==> src/rtl/debug_clock_gen_pkg.sv <==
// Shared encodings and defaults for the debug clock generator.
// Optional feature macro: CLKGEN_STEP_SYNC_EN (synchronised, debounced STEP_REQ).
package debug_clk_pkg;

    localparam int unsigned DEF_CNT_W      = 25;
    localparam int unsigned DEF_DIV_VALUE  = 24999999;
    localparam int unsigned DEF_DEB_CYCLES = 16;

    typedef enum logic [2:0] {
        ST_HALT    = 3'd0,
        ST_RUN     = 3'd1,
        ST_DRAIN   = 3'd2,
        ST_STEP_HI = 3'd3,
        ST_STEP_LO = 3'd4
    } clk_state_e;

    // Codes 10 and 11 also mean halt; only RUN is ever compared against.
    typedef enum logic [1:0] {
        MODE_HALT = 2'b00,
        MODE_RUN  = 2'b01
    } clk_mode_e;

    function automatic logic is_counting(input clk_state_e s);
        return (s == ST_RUN) || (s == ST_DRAIN) || (s == ST_STEP_HI) || (s == ST_STEP_LO);
    endfunction

endpackage

==> src/rtl/debug_clock_gen_if.sv <==
// Control/status bundle between the debug controller and debug_clock_gen.
// Optional feature macro: CLKGEN_STEP_SYNC_EN (no effect on this interface).
interface debug_clock_gen_if #(
    parameter int CNT_W = 25
);
    logic [1:0]       MODE;
    logic             STEP_REQ;
    logic [CNT_W-1:0] DIV_VALUE;
    logic             DIV_LOAD;
    logic             CLK_OUT;
    logic             TICK;
    logic             STEP_BUSY;
    logic             DIV_PENDING;

    modport master (
        output MODE, STEP_REQ, DIV_VALUE, DIV_LOAD,
        input  CLK_OUT, TICK, STEP_BUSY, DIV_PENDING
    );

    modport slave (
        input  MODE, STEP_REQ, DIV_VALUE, DIV_LOAD,
        output CLK_OUT, TICK, STEP_BUSY, DIV_PENDING
    );
endinterface

==> src/rtl/debug_clock_gen_step_debouncer.sv <==
// STEP_REQ conditioning: 2-flop synchroniser, debounce, rising-edge detect.
// Only instantiated when CLKGEN_STEP_SYNC_EN is defined.
module step_debouncer #(
    parameter int unsigned DEB_CYCLES = 16
) (
    input  logic CLK,
    input  logic RESETN,
    input  logic STEP_REQ,
    output logic step_rise
);
    localparam int unsigned DW = $clog2(DEB_CYCLES + 1);

    logic          sync1, sync2;
    logic          deb_level, deb_prev;
    logic [DW-1:0] deb_cnt;

    always_ff @(posedge CLK or negedge RESETN) begin
        if (!RESETN) begin
            sync1     <= 1'b0;
            sync2     <= 1'b0;
            deb_level <= 1'b0;
            deb_prev  <= 1'b0;
            deb_cnt   <= '0;
        end else begin
            sync1    <= STEP_REQ;
            sync2    <= sync1;
            deb_prev <= deb_level;
            // Counts consecutive samples that disagree with the accepted level.
            if (sync2 == deb_level) begin
                deb_cnt <= '0;
            end else if (deb_cnt == DW'(DEB_CYCLES - 1)) begin
                deb_level <= sync2;
                deb_cnt   <= '0;
            end else begin
                deb_cnt <= deb_cnt + 1'b1;
            end
        end
    end

    assign step_rise = deb_level & ~deb_prev;

endmodule

==> src/rtl/debug_clock_gen.sv <==
// Runtime-loadable 50%-duty debug clock divider with run/halt/single-step control.
// Optional feature macro: CLKGEN_STEP_SYNC_EN selects the synchronised STEP_REQ path.
module debug_clock_gen
    import debug_clk_pkg::*;
#(
    parameter int          CNT_W      = DEF_CNT_W,
    parameter int unsigned DEF_DIV    = DEF_DIV_VALUE,
    parameter int unsigned DEB_CYCLES = DEF_DEB_CYCLES
) (
    input  logic                CLK,
    input  logic                RESETN,
    debug_clock_gen_if.slave    dbg
);
    clk_state_e       state, state_d;
    logic [CNT_W-1:0] cnt, cnt_d;
    logic [CNT_W-1:0] active_div, active_d;
    logic [CNT_W-1:0] pend_div, pend_d;
    logic             pending, pending_d;
    logic             clk_out, clk_d;
    logic             tick, tick_d;
    logic             step_rise;

`ifdef CLKGEN_STEP_SYNC_EN
    step_debouncer #(.DEB_CYCLES(DEB_CYCLES)) u_step_debouncer (
        .CLK       (CLK),
        .RESETN    (RESETN),
        .STEP_REQ  (dbg.STEP_REQ),
        .step_rise (step_rise)
    );
`else
    logic step_prev;

    always_ff @(posedge CLK or negedge RESETN) begin
        if (!RESETN) step_prev <= 1'b0;
        else         step_prev <= dbg.STEP_REQ;
    end

    assign step_rise = dbg.STEP_REQ & ~step_prev;
`endif

    always_ff @(posedge CLK or negedge RESETN) begin
        if (!RESETN) begin
            state      <= ST_HALT;
            cnt        <= CNT_W'(DEF_DIV);
            active_div <= CNT_W'(DEF_DIV);
            pend_div   <= CNT_W'(DEF_DIV);
            pending    <= 1'b0;
            clk_out    <= 1'b0;
            tick       <= 1'b0;
        end else begin
            state      <= state_d;
            cnt        <= cnt_d;
            active_div <= active_d;
            pend_div   <= pend_d;
            pending    <= pending_d;
            clk_out    <= clk_d;
            tick       <= tick_d;
        end
    end

    logic             counting, tc, reload_now, run_req;
    logic [CNT_W-1:0] reload_val;

    always_comb begin
        state_d    = state;
        cnt_d      = cnt;
        active_d   = active_div;
        pend_d     = pend_div;
        pending_d  = pending;
        clk_d      = clk_out;
        tick_d     = 1'b0;
        reload_now = 1'b0;

        counting   = is_counting(state);
        tc         = counting && (cnt == '0);
        run_req    = (dbg.MODE == MODE_RUN);
        reload_val = pending ? pend_div : active_div;

        if (counting) begin
            if (tc) reload_now = 1'b1;
            else    cnt_d      = cnt - 1'b1;
        end

        case (state)
            ST_HALT: begin
                clk_d = 1'b0;
                if (pending) reload_now = 1'b1;
                if (run_req) begin
                    state_d = ST_RUN;
                end else if (step_rise) begin
                    state_d    = ST_STEP_HI;
                    reload_now = 1'b1;
                    clk_d      = 1'b1;
                    tick_d     = 1'b1;
                end
            end
            ST_RUN: begin
                if (!run_req) begin
                    // A high phase about to end on this TC needs no drain.
                    if (clk_out && !tc) begin
                        state_d = ST_DRAIN;
                    end else begin
                        state_d    = ST_HALT;
                        clk_d      = 1'b0;
                        reload_now = 1'b1;
                    end
                end else if (tc) begin
                    clk_d  = ~clk_out;
                    tick_d = ~clk_out;
                end
            end
            ST_DRAIN: begin
                if (run_req) begin
                    state_d = ST_RUN;
                    if (tc) begin
                        clk_d  = ~clk_out;
                        tick_d = ~clk_out;
                    end
                end else if (tc) begin
                    state_d = ST_HALT;
                    clk_d   = 1'b0;
                end
            end
            ST_STEP_HI: begin
                if (tc) begin
                    state_d = ST_STEP_LO;
                    clk_d   = 1'b0;
                end
            end
            ST_STEP_LO: begin
                if (tc) state_d = ST_HALT;
            end
            default: begin
                state_d = ST_HALT;
                clk_d   = 1'b0;
            end
        endcase

        if (reload_now) begin
            cnt_d = reload_val;
            if (pending) begin
                active_d  = pend_div;
                pending_d = 1'b0;
            end
        end

        // Loaded after the reload decision, so a load coincident with TC stays pending.
        if (dbg.DIV_LOAD) begin
            pend_d    = dbg.DIV_VALUE;
            pending_d = 1'b1;
        end
    end

    assign dbg.CLK_OUT     = clk_out;
    assign dbg.TICK        = tick;
    assign dbg.DIV_PENDING = pending;
    assign dbg.STEP_BUSY   = (state == ST_STEP_HI) || (state == ST_STEP_LO);

endmodule
==> src/flat_wrapper.sv <==
// flat-port wrapper written by rule: the top's interface ports become plain ports
module debug_clock_gen_flat import debug_clk_pkg::*;
#(
    parameter int          CNT_W      = DEF_CNT_W,
    parameter int unsigned DEF_DIV    = DEF_DIV_VALUE,
    parameter int unsigned DEB_CYCLES = DEF_DEB_CYCLES
)
  (CLK, RESETN, dbg_MODE, dbg_STEP_REQ, dbg_DIV_VALUE, dbg_DIV_LOAD, dbg_CLK_OUT, dbg_TICK, dbg_STEP_BUSY, dbg_DIV_PENDING);
  debug_clock_gen_if #(.CNT_W(CNT_W)) dbg_i ();
  input  logic CLK;
  input  logic RESETN;
  input wire logic [$bits(dbg_i.MODE)-1:0] dbg_MODE;
  input wire logic [$bits(dbg_i.STEP_REQ)-1:0] dbg_STEP_REQ;
  input wire logic [$bits(dbg_i.DIV_VALUE)-1:0] dbg_DIV_VALUE;
  input wire logic [$bits(dbg_i.DIV_LOAD)-1:0] dbg_DIV_LOAD;
  output wire logic [$bits(dbg_i.CLK_OUT)-1:0] dbg_CLK_OUT;
  output wire logic [$bits(dbg_i.TICK)-1:0] dbg_TICK;
  output wire logic [$bits(dbg_i.STEP_BUSY)-1:0] dbg_STEP_BUSY;
  output wire logic [$bits(dbg_i.DIV_PENDING)-1:0] dbg_DIV_PENDING;
  assign dbg_i.MODE = dbg_MODE;
  assign dbg_i.STEP_REQ = dbg_STEP_REQ;
  assign dbg_i.DIV_VALUE = dbg_DIV_VALUE;
  assign dbg_i.DIV_LOAD = dbg_DIV_LOAD;
  assign dbg_CLK_OUT = dbg_i.CLK_OUT;
  assign dbg_TICK = dbg_i.TICK;
  assign dbg_STEP_BUSY = dbg_i.STEP_BUSY;
  assign dbg_DIV_PENDING = dbg_i.DIV_PENDING;
  debug_clock_gen #(.CNT_W(CNT_W), .DEF_DIV(DEF_DIV), .DEB_CYCLES(DEB_CYCLES)) u_core (.CLK(CLK), .RESETN(RESETN), .dbg(dbg_i));
endmodule
==> config.mk <==
export PLATFORM = sky130hd
export DESIGN_NAME = debug_clock_gen_flat
export DESIGN_NICKNAME = d
export VERILOG_FILES = /design/src/rtl/debug_clock_gen_pkg.sv /design/src/rtl/debug_clock_gen_if.sv /design/src/rtl/debug_clock_gen_step_debouncer.sv /design/src/rtl/debug_clock_gen.sv /design/src/flat_wrapper.sv
export SDC_FILE = /design/constraint.sdc
export NUM_CORES = 1
export LEC_CHECK = 0
export CAP_MARGIN = 20
export CORE_MARGIN = 2
export CORE_UTILIZATION = 58
export DETAILED_ROUTE_END_ITERATION = 7
export PLACE_DENSITY_LB_ADDON = 0.08
export SLEW_MARGIN = 10
export SYNTH_ARGS = -nofsm -noshare
export SYNTH_HDL_FRONTEND = slang
export SYNTH_HIERARCHICAL = 1
export SYNTH_SLANG_ARGS = --single-unit
==> constraint.sdc <==
create_clock -name CLK -period 4.1 [get_ports CLK]
set_input_delay 0.41 -clock CLK [delete_from_list [all_inputs] [get_ports CLK]]
set_output_delay 0.41 -clock CLK [all_outputs]
set_load 0.1 [all_outputs]
==> key figures <==
Run status
  – Status: complete, no violations

Floorplanning
  – Rows: 31
  – Horiz. Die Dim: around 90 um
  – Core ar.: roughly 0.0073 mm2
  – Die Height: 90.5 um
  – DIE AREA: between 0.008 and 0.009 mm2
  – I/O pin count: 35
  – Starting Density: about 60%

Timing
  – Final Hold Viols: 0
  – Clk_skew: 0.00716 ns
  – Max frequency: between 0.2 and 0.3 GHz
  – Period minus WS final: 3.63 ns
  – Hold_ws: approximately 0.48 ns
  – Max Transition Viols Final: 0
  – Final setup viols: 0
  – Tightest Pin Transition: 1.02 ns
  – Slew headroom: 32.0%
  – RSZ-0062 raised after global routing: false
  – Setup TNS: 0 ns
  – Fin crit share: a little under 90%

Placement
  – Placed wire-length estimate: between 5 and 6 mm
  – Routability congestion estimate: 0.845
  – Placed Instances: 504
  – Area after DPL: about 0.0047 mm2
  – Port bufs: 34

Cells and area
  – Fin nets: approximately 450
  – Storage element area: between 0.002 and 0.0025 mm2
  – ANT cells: 0
  – Layout filler cell count: around 540
  – Post-route insts no fill: around 520
  – Multi-input logic area: a little over 0.002 mm2
  – Post-route cell area: 0.00506 mm2
  – Share of layout cells above drive strength 1: a little under a third
  – Syn-to-layout area delta: 16.6%

Detailed routing
  – Vias post-DR: 3289
  – DRC: 0
  – DR WL/cell: between 15 and 20 um
  – TritonRoute pass-1 iters: 5
  – Final WL: around 9.0 mm
  – First DRT Iteration DRCs: 199
  – DR vias/cell: around 6.3
  – Post-DRT Antenna Nets: 0

Clocking
  – Clock-pin transition on the worst setup and hold timing paths: about 0.080 ns
  – Worst-skew pair later-pin latency: 0.35 ns
  – CTS Buffer Depth: 2
  – Post-CTS Setup Bufs: 0
  – H-tree Lvls: 3
  – Clk sink count: between 80 and 90
  – Cts hold-fix bufs: 0
  – Root buf cell: clkbuf_8
  – CTS resizes: 0
  – Inserted Clock Buffers: 9
  – TritonCTS clock tree: done

Setup path
  – Critical Path AT: ~3.9 ns
  – Reg2reg start: u_core/cnt[15]
  – CP startpoint: u_core/cnt[15]
  – Max FO, Critical Path: 23
  – Slowest cell on crit path: or4_1
  – Worst path depth: 12
  – WP buf/inv: 1
  – Critical path's top delay family: simple AND/OR/NAND/NOR gates
  – Crit path launch type: flip-flop
  – Crit. End Element: flip-flop
  – Slowest stage delay, CP: 0.53 ns
  – CP Data Required Time: roughly 4.3 ns
  – Crit-path cells: or4_1, or3_1, nor3_1, nand2_1, ha_1, nand2b_1, o22ai_1, o21ai_1, nand2_2, nand2_1, buf_4, mux2_2
  – Cell mode on critical path: nand2_1
  – CP Class: reg -> reg
  – Reg2reg path depth: 12

Flow run
  – MaxCap Viol Count: 0

Global routing
  – Total global routing overflow: 0
  – Largest net degree at the start of global routing: a little over 80
  – Vias in the first global route: 3312
  – Tot GR Track Use: 23.0%
  – Initial antenna violation count: 0
  – First-pass GRT wire length: 15.5 mm

Pwr
  – Internal Power: about 2.6 mW
  – Net Sw Frac: a little over a third
  – Pleak: ~2 nW
  – Net Sw Power: 1.45 mW
  – Total power: 4.04 mW
  – Clock group share of total power: a little over a fifth
  – Worst VDD drop: 0.000435 V
  – Sequential share of power: about 37%
  – Logic gate share of total power: 40.9%
  – Power Dens Cells: between 700 and 800 mW/mm2

Synthesis
  – Asr flop ratio synth: 100%
  – Count of cell types in the netlist: 54
  – Count of flip-flops with a built-in enable after synthesis: 0
  – Post-Syn Area per Cell: 11.0 um2
  – Cells after Synth: around 400
  – Mapped cell area: approximately 0.0043 mm2
  – Dominant synthesized flop cell: dfstp_2
  – Ys Warns: 6
  – Syn Nets: 430
  – Yosys reg bits: ~80
  – Sequential area share after synthesis: around 49%

Worst hold path
  – Hold Path Class: in -> async
[state kept, by name, indices dropped and copies added, names as in the netlist]
register / count
u_core/dbg.CLK_OUT: 1
u_core/step_prev: 1
u_core/dbg.DIV_PENDING: 1
u_core/dbg.TICK: 1
u_core/state: 3
u_core/active_div: 25
u_core/cnt: 25
u_core/pend_div: 25
[logic make-up after synthesis]
family	count (synthesis)	synth area share, %
and+or+nand+nor	124	15.6
buffers and inverters	39	4.26
adders and majority gates	4	1.15
AOI/OAI and AO/OA	75	12.4
muxes	71	17.9
DFF	82	48.7
[path summary, 6_finish.rpt]
kind	slack (ns)	endpoint
max in group asynchronous	3.00	u_core/active_div[4]
min in group CLK	0.49	u_core/cnt[19]
setup / recovery	0.47	u_core/active_div[9]
setup reg to reg	0.47	u_core/active_div[9]
hold / removal	0.48	u_core/cnt[23]
hold reg to reg	0.49	u_core/cnt[19]
[through the flow]
step,setup WS [ns],util [%]
floorplan,0.858,-
global placement,0.621,65.0
detailed placement,0.509,65.0
CTS,0.501,69.3
global route,0.313,69.8
finish,0.470,69.8
[power groups by stage]
stage	Combinational, mW	Sequential, mW	Clock (mW)
4_1_cts	1.64	1.50	0.898
5_1_grt	1.79	1.55	0.930
2_1_floorplan	1.27	1.51	0
6_report	1.65	1.50	0.885
3_3_place_gp	1.57	1.49	0
3_5_place_dp	1.63	1.51	0
[worst register-to-register path, stage by stage, from the launching register on]
cell,delay [ns]
dfrtp_1,0.43
or4_1,0.53
or3_1,0.43
nor3_1,0.23
nand2_1,0.11
ha_1,0.23
nand2b_1,0.16
o22ai_1,0.13
o21ai_1,0.22
nand2_2,0.39
nand2_1,0.10
buf_4,0.26
mux2_2,0.31
[cell type report]
cell class / instances / area share, %
Sequential cell: 82 / 41.8
Inverter: 8 / 0.593
Clock buffer: 9 / 2.45
Tap cell: 99 / 2.45
Clock inverter: 7 / 3.73
Multi-Input combinational cell: 274 / 40.6
Timing Repair Buffer: 43 / 8.40
[synth_stat cells, types with 3 or more instances]
master,n,area (um2)
o21ai_0,18,90.1
inv_1,8,30.0
nand3_1,6,30.0
a21oi_1,7,35.0
mux2i_1,19,190
dfstp_2,51,1340
o22ai_1,3,18.8
nor4_1,10,62.6
buf_2,7,35.0
or4_1,7,52.6
nor2_1,18,67.6
or3_1,9,56.3
buf_6,4,45.0
nand2_1,15,56.3
nand2b_1,6,37.5
a31oi_1,5,31.3
nor3_1,29,145
nor3b_1,5,37.5
a2bb2oi_1,3,26.3
a211o_1,3,26.3
a22oi_1,3,22.5
a221o_1,8,80.1
a21o_1,3,22.5
nand4_1,4,25.0
dfrtp_1,31,776
ha_1,4,50.1
nor2b_1,5,31.3
clkbuf_1,18,67.6
mux2_2,52,586
a221oi_1,3,26.3
[cells in the final DEF, fill, tap and decap left out, types with 4 or more instances in the layout]
| cell type | n |
|---|---|
| nor3_1 | 29 |
| a21oi_1 | 7 |
| nand4_1 | 4 |
| nand2_1 | 15 |
| or3_1 | 9 |
| inv_1 | 8 |
| mux2i_1 | 19 |
| bufinv_16 | 6 |
| clkbuf_8 | 9 |
| o21ai_0 | 18 |
| ha_1 | 4 |
| a31oi_1 | 5 |
| a221o_1 | 8 |
| dfrtp_1 | 31 |
| clkdlybuf4s50_1 | 32 |
| or4_1 | 7 |
| nand3_1 | 6 |
| nor2_1 | 18 |
| nor4_1 | 10 |
| nand2b_1 | 6 |
| nor2b_1 | 5 |
| dfstp_2 | 51 |
| nor3b_1 | 5 |
| buf_4 | 9 |
| mux2_2 | 52 |
[layer usage]
metal | vias to the layer above | part of all wire [%] | GRT usage (%)
met3 | 16 | 3.4 | 3.67
met4 | 0 | 1.8 | 9.10
met2 | 82 | 49 | 38.2
li1 | 1523 | - | -
met1 | 1668 | 46 | 30.1
met5 | - | 0 | 0
Note: power is estimated with default switching activity, not from simulation.
